[src/rtl/fwd_hazard_unit.sv]
// Forwarding and load-use hazard unit with a shift-register scoreboard of in-flight destinations.
// Optional performance counters are enabled by defining FWD_HAZARD_PERF_EN.
module fwd_hazard_unit #(
    parameter int XLEN       = 32,
    parameter int DEPTH      = 2,
    parameter int LOAD_READY = 2,
    parameter int RBITS      = 5,
    localparam int SELW      = $clog2(DEPTH + 1)
) (
    input  logic                  clk,
    input  logic                  rst,
    input  logic                  stall_in,
    input  logic                  flush,
    input  logic                  ex_valid,
    input  logic                  ex_load_regfile,
    input  logic                  ex_is_load,
    input  logic [RBITS-1:0]      ex_rd,
    input  logic [RBITS-1:0]      ex_rs1,
    input  logic [RBITS-1:0]      ex_rs2,
    input  logic                  ex_uses_rs1,
    input  logic                  ex_uses_rs2,
    input  logic [XLEN-1:0]       rf_rs1,
    input  logic [XLEN-1:0]       rf_rs2,
    input  logic [DEPTH*XLEN-1:0] stage_wdata,
    output logic [XLEN-1:0]       opnd1,
    output logic [XLEN-1:0]       opnd2,
    output logic [SELW-1:0]       fwd1_sel,
    output logic [SELW-1:0]       fwd2_sel,
    output logic                  hazard_stall
`ifdef FWD_HAZARD_PERF_EN
    ,
    output logic [31:0]           perf_stall_cnt,
    output logic [31:0]           perf_fwd_cnt
`endif
);

    // Scoreboard entry k: index 1 is the instruction that just left EX.
    logic             sb_vld [1:DEPTH];
    logic             sb_wr  [1:DEPTH];
    logic             sb_ld  [1:DEPTH];
    logic [RBITS-1:0] sb_rd  [1:DEPTH];

    int   win1, win2;
    logic ld1, ld2;
    logic bubble;

    // Walk oldest to youngest so the youngest match is the one left standing.
    always_comb begin
        win1  = 0;
        win2  = 0;
        ld1   = 1'b0;
        ld2   = 1'b0;
        opnd1 = rf_rs1;
        opnd2 = rf_rs2;
        for (int k = DEPTH; k >= 1; k--) begin
            if (sb_vld[k] && sb_wr[k] && (sb_rd[k] != '0)) begin
                if (ex_valid && ex_uses_rs1 && (sb_rd[k] == ex_rs1)) begin
                    win1  = k;
                    ld1   = sb_ld[k];
                    opnd1 = stage_wdata[(k-1)*XLEN +: XLEN];
                end
                if (ex_valid && ex_uses_rs2 && (sb_rd[k] == ex_rs2)) begin
                    win2  = k;
                    ld2   = sb_ld[k];
                    opnd2 = stage_wdata[(k-1)*XLEN +: XLEN];
                end
            end
        end
        fwd1_sel     = SELW'(win1);
        fwd2_sel     = SELW'(win2);
        hazard_stall = !flush &&
                       (((win1 != 0) && ld1 && (win1 < LOAD_READY)) ||
                        ((win2 != 0) && ld2 && (win2 < LOAD_READY)));
        bubble       = hazard_stall || flush || !ex_valid;
    end

    // Scoreboard advance: hold on external freeze, otherwise shift toward WB.
    always_ff @(posedge clk) begin
        if (rst) begin
            for (int k = 1; k <= DEPTH; k++) begin
                sb_vld[k] <= 1'b0;
                sb_wr[k]  <= 1'b0;
                sb_ld[k]  <= 1'b0;
                sb_rd[k]  <= '0;
            end
        end else if (!stall_in) begin
            for (int k = 2; k <= DEPTH; k++) begin
                sb_vld[k] <= sb_vld[k-1];
                sb_wr[k]  <= sb_wr[k-1];
                sb_ld[k]  <= sb_ld[k-1];
                sb_rd[k]  <= sb_rd[k-1];
            end
            if (bubble) begin
                sb_vld[1] <= 1'b0;
                sb_wr[1]  <= 1'b0;
                sb_ld[1]  <= 1'b0;
                sb_rd[1]  <= '0;
            end else begin
                sb_vld[1] <= 1'b1;
                sb_wr[1]  <= ex_load_regfile;
                sb_ld[1]  <= ex_is_load;
                sb_rd[1]  <= ex_rd;
            end
        end
    end

`ifdef FWD_HAZARD_PERF_EN
    function automatic logic [31:0] sat_add(input logic [31:0] a, input logic [1:0] inc);
        logic [32:0] sum;
        sum = {1'b0, a} + {31'd0, inc};
        return sum[32] ? 32'hFFFF_FFFF : sum[31:0];
    endfunction

    logic [1:0] fwd_inc;
    assign fwd_inc = {1'b0, (fwd1_sel != '0)} + {1'b0, (fwd2_sel != '0)};

    // Counters only advance on cycles where the pipeline is not frozen externally.
    always_ff @(posedge clk) begin
        if (rst) begin
            perf_stall_cnt <= '0;
            perf_fwd_cnt   <= '0;
        end else if (!stall_in) begin
            if (hazard_stall)
                perf_stall_cnt <= sat_add(perf_stall_cnt, 2'd1);
            else
                perf_fwd_cnt   <= sat_add(perf_fwd_cnt, fwd_inc);
        end
    end
`endif

endmodule

[config.mk]
export PLATFORM = sky130hd
export DESIGN_NAME = fwd_hazard_unit
export DESIGN_NICKNAME = d
export VERILOG_FILES = /design/src/rtl/fwd_hazard_unit.sv
export SDC_FILE = /design/constraint.sdc
export NUM_CORES = 1
export LEC_CHECK = 0
export CORE_UTILIZATION = 35
export CTS_CLUSTER_DIAMETER = 50
export CTS_CLUSTER_SIZE = 14
export DETAILED_ROUTE_END_ITERATION = 8
export GPL_TIMING_DRIVEN = 1
export PLACE_DENSITY = 0.88
export SLEW_MARGIN = 20
export SYNTH_ARGS = -nofsm -noshare
export SYNTH_HDL_FRONTEND = slang
export SYNTH_SLANG_ARGS = --single-unit
[constraint.sdc]
create_clock -name clk -period 5.23 [get_ports clk]
set_clock_uncertainty 0.15 [all_clocks]
set_input_delay 1.569 -clock clk [delete_from_list [all_inputs] [get_ports clk]]
set_output_delay 1.569 -clock clk [all_outputs]
set_load 0.005 [all_outputs]
* Word-level counts from Yosys, hierarchy flattened
Memory sizes are Yosys's and may differ from the RTL's.
Index checks and enable logic that the tools add are counted.
** Storage, ports and cells
- Bits in registers :: 0
- Memory bits (writable) :: 16
- Input bits :: 152
- Output and inout bits :: 69
- Word-level logic and storage cells :: 95
- Memories kept :: 4
** Memory list
- sb_rd :: depth 2, bits a word 5, rd ports 2, clocked after Yosys merged registers in 0, write ports 2, line 41 : logic [RBITS-1:0] sb_rd [1:DEPTH];
- sb_ld :: depth 2, bits a word 1, rd ports 2, clocked after Yosys merged registers in 0, write ports 2, line 40 : logic sb_ld [1:DEPTH];
- sb_vld :: depth 2, bits a word 1, rd ports 2, clocked after Yosys merged registers in 0, write ports 2, line 38 : logic sb_vld [1:DEPTH];
- sb_wr :: depth 2, bits a word 1, rd ports 2, clocked after Yosys merged registers in 0, write ports 2, line 39 : logic sb_wr [1:DEPTH];
** Cells by class
- $lt $le $gt $ge :: 2
- Equality and inequality tests :: 4
- Muxes and demuxes :: 49
- Bitwise gates (word level) :: 12
- Reduce and logical (&&, ||, !) cells :: 24
** Operators by type and width (count)
- $mux 32 :: 12
- $lt 32x3->1 const B :: 2
- $reduce_bool 32->1 :: 2
- $mux 1 :: 30
- $eq 5x5->1 :: 4
- $logic_and 1x1->1 :: 15
- $mux 5 :: 3
- $or 1x1->1 :: 12
- $reduce_bool 5->1 :: 2
- $mux 2 :: 4
- $logic_or 1x1->1 :: 3
- $logic_not 1->1 :: 2

* Longest topological paths before layout
Gate-level depths: netlist (run 1).
An unclocked memory read counts as a cell.
- Depth in word-level cells :: 20
- Depth in mapped cells :: 8
- Depth with buffers taken out :: 5

* Worst setup path after synthesis (run 1)
No wires, ideal clock.
- Path kind :: input -> output
- Start point :: input ex_rs2[2]
- End point :: output opnd2[10]
- Arrival time :: 2.824 ns
- Data required time :: 3.511 ns
- Slack :: 0.687 ns
- Stages on the path :: 7
- Cell sequence :: xor2_1 > nor4_1 > and3_1 > buf_2 > buf_2 > mux2i_1 > a21oi_2
** On the way
- Word-level cells in the longest chain between the ends :: 6
- Elaborated cells on any way between the ends :: 8
** Ends and longest elaborated chain
- start, declared :: line 19 : input logic [RBITS-1:0] ex_rs2,
- $eq 5x5->1 :: line 62 : if (ex_valid && ex_uses_rs2 && (sb_rd[k] == ex_rs2)) begin
- $logic_and 1x1->1 :: line 62
- $mux 32 :: line 62
- $mux 32 :: line 56 : if (sb_vld[k] && sb_wr[k] && (sb_rd[k] != '0)) begin
- $mux 32 :: line 62
- $mux 32 (*) :: line 56
- end, declared :: line 26 : output logic [XLEN-1:0] opnd2,
Every way passes the cells marked *; elsewhere a longest branch is shown, timed or not.

* Worst setup path in the final report (run 1)
- Start point :: input ex_rs2[1]
- End point :: output opnd2[23]
Same word-level chain as after synthesis.

==> metrics.md, run 1 <==
| Metric | Value |
|---|---|
| Worst Setup Start Kind | `primary input` |
| GR Overflow Total | `0` |
| Worst Tran Pin Value | `0.694 ns` |
| Reg clk slew, reported paths | `0.06 ns` |
| Total GRT Usage | `30.8%` |
| Pwr Density | `87.4 nW/µm²` |
| RSZ-0062 raised after global routing | `true` |
| Core area | `6870 µm²` |
| Post-synth EDFFs | `15` |
| Detailed Route Iter0 Violations | `145` |
| Fraction of layout cells with a size suffix above 1 | `37.9%` |
| Slew Limit Headroom | `53.7%` |
| CTS Buf Count | `3` |
| Layout area overhead | `134%` |
| Combinational share of power | `52.8%` |
| Syn_nets | `452` |
| Yosys warnings | `0` |
| Cell count after synthesis | `300` |
| Clock root buffer | `clkbuf_8` |
| First-pass detailed-route iteration total | `4` |
| Power Internal | `0.369 mW` |
| Dominant cells by area after synthesis | `mux2i_1 (25%), edfxtp_1 (18%), a21oi_2 (17%)` |
| Sw Share | `28.4%` |
| Deepest clock path buffer count | `2` |
| P_sw | `0.146 mW` |
| # rows | `30` |
| Pleak | `2.32 nW` |
| Post-route cell area | `5900 µm²` |
| Multi-input logic area | `2260 µm²` |
| I/O Buffers | `220` |
| Worst-Skew Late Latency | `0.25 ns` |
| Clock share of power | `18.5%` |
| CP max FO | `5` |
| Clk sinks | `15` |
| Number of global-route vias before repair | `3536` |
| Slowest CP cell | `nor4_1` |
| Post-place setup slack | `-0.435 ns` |
| Die area | `7550 µm²` |
| Width of the die | `86.9 µm` |
| Post-DP HPWL | `8.27 mm` |
| CP required | `3.51 ns` |
| Hold Crit Class | `flop to flop` |
| # H-tree levels | `1` |
| Synth Area per Inst | `8.41 µm²` |
| Most frequent cell after synthesis | `mux2i_1` |
| Maximum clock frequency | `191 MHz` |
| Fillers | `373` |
| Max-slew violations | `0` |
| Largest net degree at the start of global routing | `24` |
| Synth top area share | `25.4%` |
| Violated checks | `negative setup slack` |
| Fin crit share | `100%` |
| Seq/Total Area, Yosys | `17.8%` |
| Critical Path End Type | `primary output` |
| Mapped Area | `2520 µm²` |
| Reg power frac | `28.7%` |
| Setup WS post-layout | `-0.00130 ns` |
| CP top delay family | `buffers and inverters` |
| Nets | `715` |
| Async SR Flop Fraction | `0%` |
| Maximum VDD drop | `0.000141 V` |
| Area post-placement | `4900 µm²` |
| Ports | `221` |
| Via Count | `3460` |
| Endpoints failing setup | `1` |
| Largest stage delay on the critical path | `0.30 ns` |
| Period minus WS final | `5.23 ns` |
| Post-DRT Antenna Nets | `0` |
| Largest area contributor in the netlist | `mux2i_1` |
| Placer congestion estimate | `0.834` |
| Starting density of the core | `36.7%` |
| First-pass GRT wire length | `17.7 mm` |
| Crit-path cells | `clkdlybuf4s15_2, buf_4, xor2_1, nor4_1, and3_4, bufbuf_16, mux2i_4, a21oi_2, dlygate4sd2_1` |
| Yosys reg bits | `15` |
| Die height | `86.9 µm` |
| Distinct cells, synth | `26` |
| CTS tree | `built` |
| # diodes | `0` |
| Number of vias per cell | `5.26` |
| Initial antenna violation count | `0` |
| Status | `finished with violations` |
| Setup CP Type | `primary input to primary output` |
| Buffers and inverters on the worst path | `4` |
| Final hold violation count | `0` |
| Post-synth top flop | `edfxtp_1` |
| Avg WL per Cell | `19.9 µm` |
| Most frequent cells after synthesis | `mux2i_1 (64), nor2_1 (61), a21oi_2 (50), a21oi_1 (15), edfxtp_1 (15)` |
| Max_cap viols | `0` |
| # DRC | `0` |
| Register Area | `450 µm²` |
| CP Data Arrival Time | `3.51 ns` |
| Final wirelength | `13.1 mm` |
-- path summary, 6_finish.rpt --
| check | start | end | slack, ns | cells after the start |
|---|---|---|---|---|
| worst max register to register | sb_rd[1][3] | sb_ld[1] | 2.93 | 7 |
| worst min-delay path | sb_wr[1] | sb_wr[2] | 0.43 | 1 |
| worst min register to register | sb_wr[1] | sb_wr[2] | 0.43 | 1 |
| worst max-delay path | ex_rs2[1] | opnd2[23] | -0.001 | 9 |
-- worst register-to-register path, delay by kind of cell (launching register included) --
kind,cells,cell delay (ns)
flops,1,0.48
xor+xnor,1,0.23
buf+inv,2,0.34
compound gates,1,0.12
simple gates,3,0.74
-- cells in the final DEF (no fill, tap or decap), types with 4 or more instances in the layout --
cell | synthesis | final
nor2_1 | 61 | 55
nor2_2 | 14 | 14
mux2i_1 | 64 | 23
dlygate4sd2_1 | 0 | 32
nor2_4 | 0 | 6
buf_16 | 0 | 7
nand2_1 | 10 | 9
clkdlybuf4s15_2 | 0 | 8
a21oi_1 | 15 | 14
buf_12 | 0 | 12
edfxtp_1 | 15 | 15
buf_8 | 3 | 4
xnor2_1 | 8 | 8
and2_1 | 9 | 9
mux2i_4 | 0 | 19
clkbuf_2 | 0 | 12
bufbuf_16 | 0 | 4
clkdlybuf4s15_1 | 0 | 19
xor2_1 | 12 | 12
buf_2 | 11 | 7
clkdlybuf4s50_1 | 0 | 141
buf_6 | 7 | 4
mux2i_2 | 0 | 22
buf_4 | 3 | 29
a21oi_2 | 50 | 51
-- kinds of logic (layout without fill, tap and decap cells) --
group / after synthesis / after routing / synth area share, %
and+or+nand+nor: 108 / 108 / 20.0
AOI/OAI and AO/OA: 67 / 67 / 21.6
muxes: 64 / 64 / 25.4
buffers and inverters: 26 / 288 / 8.28
xor gates and xnor gates: 20 / 20 / 6.94
DFF: 15 / 15 / 17.8
-- flip-flops by register name (all words and copies together), names as in the netlist --
name    cells
sb_vld      2
sb_wr       2
sb_ld       1
sb_rd      10
-- power by group through the flow --
| stage | clock, mW | combinational [mW] | sequential [mW] |
|---|---|---|---|
| final | 0.0952 | 0.272 | 0.148 |
| after global routing | 0.0998 | 0.286 | 0.149 |
| after CTS | 0.0970 | 0.258 | 0.148 |
| after detailed placement | 0 | 0.259 | 0.150 |
| after global placement | 0 | 0.252 | 0.150 |
| after floorplan | 0 | 0.0653 | 0.148 |
-- stage by stage --
stage | TNS [ns] | utilization, % | instances | power (mW) | hold WS (ns)
2_1_floorplan | 0 | - | 300 | 0.214 | 0.396
3_3_place_gp | -25.43 | 71.3 | 615 | 0.401 | 0.407
3_5_place_dp | -26.88 | 71.3 | 615 | 0.409 | 0.418
4_1_cts | -0.178 | 83.6 | 655 | 0.503 | 0.433
5_1_grt | -0.732 | 85.9 | 658 | 0.535 | 0.445
6_report | -0.00130 | 85.9 | 658 | 0.516 | 0.430
-- metal layers --
layer	vias to the layer above	part of all wire, %	global-route usage [%]
met5	-	0	0
met4	0	4.2	11.7
met3	48	7.1	4.93
met2	191	53	59.3
met1	1633	36	33.3
li1	1588	-	-
-- cell type report --
cell class / instances / share of cell area, %
Clock inverter: 1 / 0.0848
Multi-Input combinational cell: 259 / 38.3
Clock buffer: 3 / 0.700
Sequential cell: 15 / 7.64
Tap cell: 96 / 2.04
Timing Repair Buffer: 282 / 51.1
Inverter: 2 / 0.127
-- what timing repair did --
| action | CTS | global route |
|---|---|---|
| gates cloned | 10 | 2 |
| pin swaps | 13 | 3 |
| hold buffers | 0 | 0 |
| buffers inserted | 26 | 2 |
| setup endpoints to repair | 69 | 57 |
| gates resized for setup | 212 | 49 |
(Power assumes the default switching activity.)
==> inputs of run 2 (changes only) <==
- ABC_AREA: not set -> 1
- CORE_UTILIZATION: 35 -> 39
- GPL_TIMING_DRIVEN: 1 -> not set
==> run 2 against run 1 <==
The flow still finishes with violations (negative setup slack). Largest power group unchanged. Sequential cell count did not move. Cell count rose by 46%. Combinational power rose by 13%. Highest routed layer unchanged. Non-clock buffer count fell by 13. Sequential power barely moved. Clock power fell by 0.5%. Largest cell class unchanged.
==> metrics.md, run 2 <==
| Metric | Value |
|---|---|
| Sw Share | `33.0% (+4.6 points)` |
| Starting density of the core | `40.9% (+4.2 points)` |
| Via Count | `5027 (+45%)` |
| Pwr Density | `90.9 nW/µm² (+4.0%)` |
| Setup WS post-layout | `-0.0669 ns (-0.0656 ns)` |
| Post-route cell area | `6040 µm² (+2.5%)` |
| Total GRT Usage | `33.2% (+2.4 points)` |
| Multi-input logic area | `2030 µm² (-10%)` |
| Cell count after synthesis | `620 (+110%)` |
| I/O Buffers | `220 (unchanged)` |
| Yosys warnings | `0 (unchanged)` |
| Dominant cells by area after synthesis | `nand2_1 (28%), edfxtp_1 (14%), inv_1 (14%)` |
| Top Registers | `sb_rd x10, sb_vld x2, sb_wr x2` |
| Worst R2R Setup Slack | `3.40 ns (+0.47 ns)` |
| Post-DP HPWL | `10.6 mm (+29%)` |
| Largest stage delay on the critical path | `0.49 ns (+0.19 ns)` |
| Final std cells w/o fill | `958 (+46%)` |
| Fraction of layout cells with a size suffix above 1 | `10.2% (-28 points)` |
| Worst path most repeated cell | `nand2_1` |
| Avg WL per Cell | `15.9 µm (-20%)` |
| Worst reg2reg path endpoint | `sb_rd[1][0]` |
| Core area | `7810 µm² (+14%)` |
| # hold bufs at CTS | `0 (unchanged)` |
| CP max FO | `8 (+3)` |
| GR Overflow Total | `0 (unchanged)` |
| Most frequent cell after synthesis | `nand2_1` |
| Setup tns final | `-0.641 ns (-0.639 ns)` |
| P_sw | `0.182 mW (+24%)` |
| Mapped Area | `3190 µm² (+27%)` |
| # rows | `32 (+6.7%)` |
| WHS | `0.433 ns (+0.00271 ns)` |
| Most frequent cells in the layout | `nand2_1 (236), clkdlybuf4s50_1 (155), inv_1 (119)` |
| Max-slew violations | `0 (unchanged)` |
| Largest net degree at the start of global routing | `38 (+58%)` |
| Overall power | `0.550 mW (+6.6%)` |
| Post-DRT Antenna Nets | `0 (unchanged)` |
| Layout area overhead | `89.3%` |
| Width of the die | `92.5 µm (+6.4%)` |
| Seq/Total Area, Yosys | `14.1% (-3.7 points)` |
| CP Data Arrival Time | `3.58 ns (+0.07 ns)` |
| Nets | `1009 (+41%)` |
| Routed met2 length | `7.43 mm (+7.8%)` |
| Setup CP Type | `primary input to primary output` |
| M1 wire length | `5.64 mm (+20%)` |
| Clock share of power | `17.2% (-1.3 points)` |
| Clock root buffer | `clkbuf_8` |
| Number of global-route vias before repair | `4733 (+34%)` |
| Final wirelength | `15.2 mm (+16%)` |
| Commonest non-fill, non-tap cell in the layout | `nand2_1` |
| Maximum VDD drop | `0.000180 V (+28%)` |
| Detailed Route Iter0 Violations | `344 (+140%)` |
| DR top layer | `met4` |
| Final hold violation count | `0 (unchanged)` |
| Reg power frac | `26.8% (-1.9 points)` |
| Placer congestion estimate | `0.973 (+17%)` |
| Slew Limit Headroom | `60.5% (+6.8 points)` |
| Crit-path cells | `clkdlybuf4s50_1, nand2_2, a21oi_2, nand2_1, nor2_4, nand3_4, buf_4, buf_16, nand2_1, nand3_1, nand2_1, clkdlybuf4s50_1` |
| CP required | `3.51 ns (about the same)` |
| Largest Register | `sb_rd` |
| Post-place setup slack | `-0.143 ns (+0.292 ns)` |
| Pleak | `3.37 nW (+45%)` |
| Status | `finished with violations` |
| Period minus WS final | `5.30 ns (+0.0656 ns)` |
| Fin crit share | `101% (+1.3 points)` |
| Ports | `221 (unchanged)` |
| Max reg flops | `10 (unchanged)` |
| # H-tree levels | `1 (unchanged)` |
| Async SR Flop Fraction | `0% (unchanged)` |
| Syn_nets | `772 (+71%)` |
| Violated checks | `negative setup slack` |
| Inst Count DP | `928 (+51%)` |
| Endpoints failing setup | `13 (+12)` |
| Distinct cells, synth | `28 (+7.7%)` |
| Initial antenna violation count | `0 (unchanged)` |
| Worst Tran Pin Value | `0.591 ns (-0.103 ns)` |
| First-pass detailed-route iteration total | `5 (+1)` |
| # diodes | `0 (unchanged)` |
| Synth Area per Inst | `5.15 µm² (-39%)` |
| Number of vias per cell | `5.25 (-0.21%)` |
| Hold EP | `sb_wr[2]` |
| Largest area contributor in the netlist | `nand2_1` |
| First-pass GRT wire length | `22.8 mm (+28%)` |
| Reg clk slew, reported paths | `0.06 ns (about the same)` |
| Slowest CP cell | `clkdlybuf4s50_1` |
| Fillers | `599 (+61%)` |
| Worst R2R Start | `sb_rd[1][4]` |
| Worst Setup Start Kind | `primary input` |
| Util after Layout | `77.4% (-8.5 points)` |
| Worst-Skew Late Latency | `0.25 ns (about the same)` |
| Maximum clock frequency | `189 MHz (-1.2%)` |
| # DRC | `0 (unchanged)` |
| Synth top area share | `28.0% (+2.6 points)` |
| Post-synth top flop | `edfxtp_1` |
| Max_cap viols | `0 (unchanged)` |
| R2R cell count | `10 (+3)` |
| Hold Crit Class | `flop to flop` |
| RSZ-0062 raised after global routing | `true` |
| Most frequent cells after synthesis | `nand2_1 (238), inv_1 (120), nand3_1 (74), nand4_1 (65), nor2_1 (34)` |
| Die height | `92.5 µm (+6.4%)` |
| Die area | `8550 µm² (+13%)` |
| Min-Delay Path Depth | `2 (+1)` |
| CTS Buf Count | `3 (unchanged)` |
| Combinational share of power | `56.0% (+3.2 points)` |
| Post-synth EDFFs | `15 (unchanged)` |
| Critical Path End Type | `primary output` |
| Min-delay src | `sb_wr[1]` |
| CTS tree | `built` |
| Deepest clock path buffer count | `2 (unchanged)` |
| Register Area | `450 µm² (unchanged)` |
| Yosys reg bits | `15 (unchanged)` |
| Clk sinks | `15 (unchanged)` |
| Area post-placement | `5560 µm² (+14%)` |
| Met3 Routed Length | `1.54 mm (+65%)` |
| Power Internal | `0.368 mW (-0.33%)` |
[run 2: cell types whose count changed after synthesis, sizes merged, moves of 3 or more]
| cell | change |
|---|---|
| a21oi | -58 |
| nand4 | +63 |
| and2 | -9 |
| nand3 | +78 |
| xor2 | -11 |
| nand2 | +228 |
| inv | +129 |
| buf | +13 |
| xnor2 | -7 |
| mux2i | -64 |
| or4 | -3 |
| nor2 | -38 |
[run 2: worst max-delay path by stage]
stage,startpoint,endpoint,cells after the start
detailed placement,ex_valid,opnd1[31],11
global route,ex_uses_rs1,opnd1[18],12
finish,ex_uses_rs1,opnd1[17],12
CTS,ex_uses_rs1,opnd1[12],11
floorplan,ex_valid,opnd1[22],9
global placement,ex_valid,opnd1[31],11
[run 2: power by group through the flow]
stage | registers (mW) | clock network [mW] | logic, mW
global placement | 0.149 | 0 | 0.304
CTS | 0.147 | 0.0954 | 0.299
floorplan | 0.148 | 0 | 0.107
finish | 0.147 | 0.0947 | 0.308
detailed placement | 0.149 | 0 | 0.308
global route | 0.148 | 0.103 | 0.334
[run 2: metal layers]
metal | vias to the layer above | track usage [%]
met5 | - | 0
met4 | 0 | 13.0
met3 | 55 | 5.01
met2 | 334 | 60.2
met1 | 2220 | 38.8
li1 | 2418 | -
[run 2: worst max-delay path: cells and delay by family]
family | cells | cell delay (ns)
simple gates | 7 | 0.60
compound gates | 1 | 0.11
buf+inv | 4 | 1.29
[run 2: repair_timing]
action,CTS,global route
endpoints found under the setup margin,65,50
endpoints found under the hold margin,0,0
resized for setup,61,46
gates cloned,5,4
pin swaps,5,8
setup buffers,7,11
[run 2: kinds of logic after synthesis]
| logic type | count (synthesis) | share of synthesized area (%) |
|---|---|---|
| simple gates | 422 | 60.1 |
| buf+inv | 170 | 23.2 |
| flops | 15 | 14.1 |
| compound gates | 11 | 2.04 |
| xor+xnor | 2 | 0.549 |
[run 2: cell type report]
type / count / share of cell area (%)
well taps: 102 / 2.11
repair buffers: 269 / 47.8
clock buffers: 3 / 0.683
multi-input cells: 435 / 33.6
inverters: 133 / 8.32
flip-flops and latches: 15 / 7.45
clock inverters: 1 / 0.124
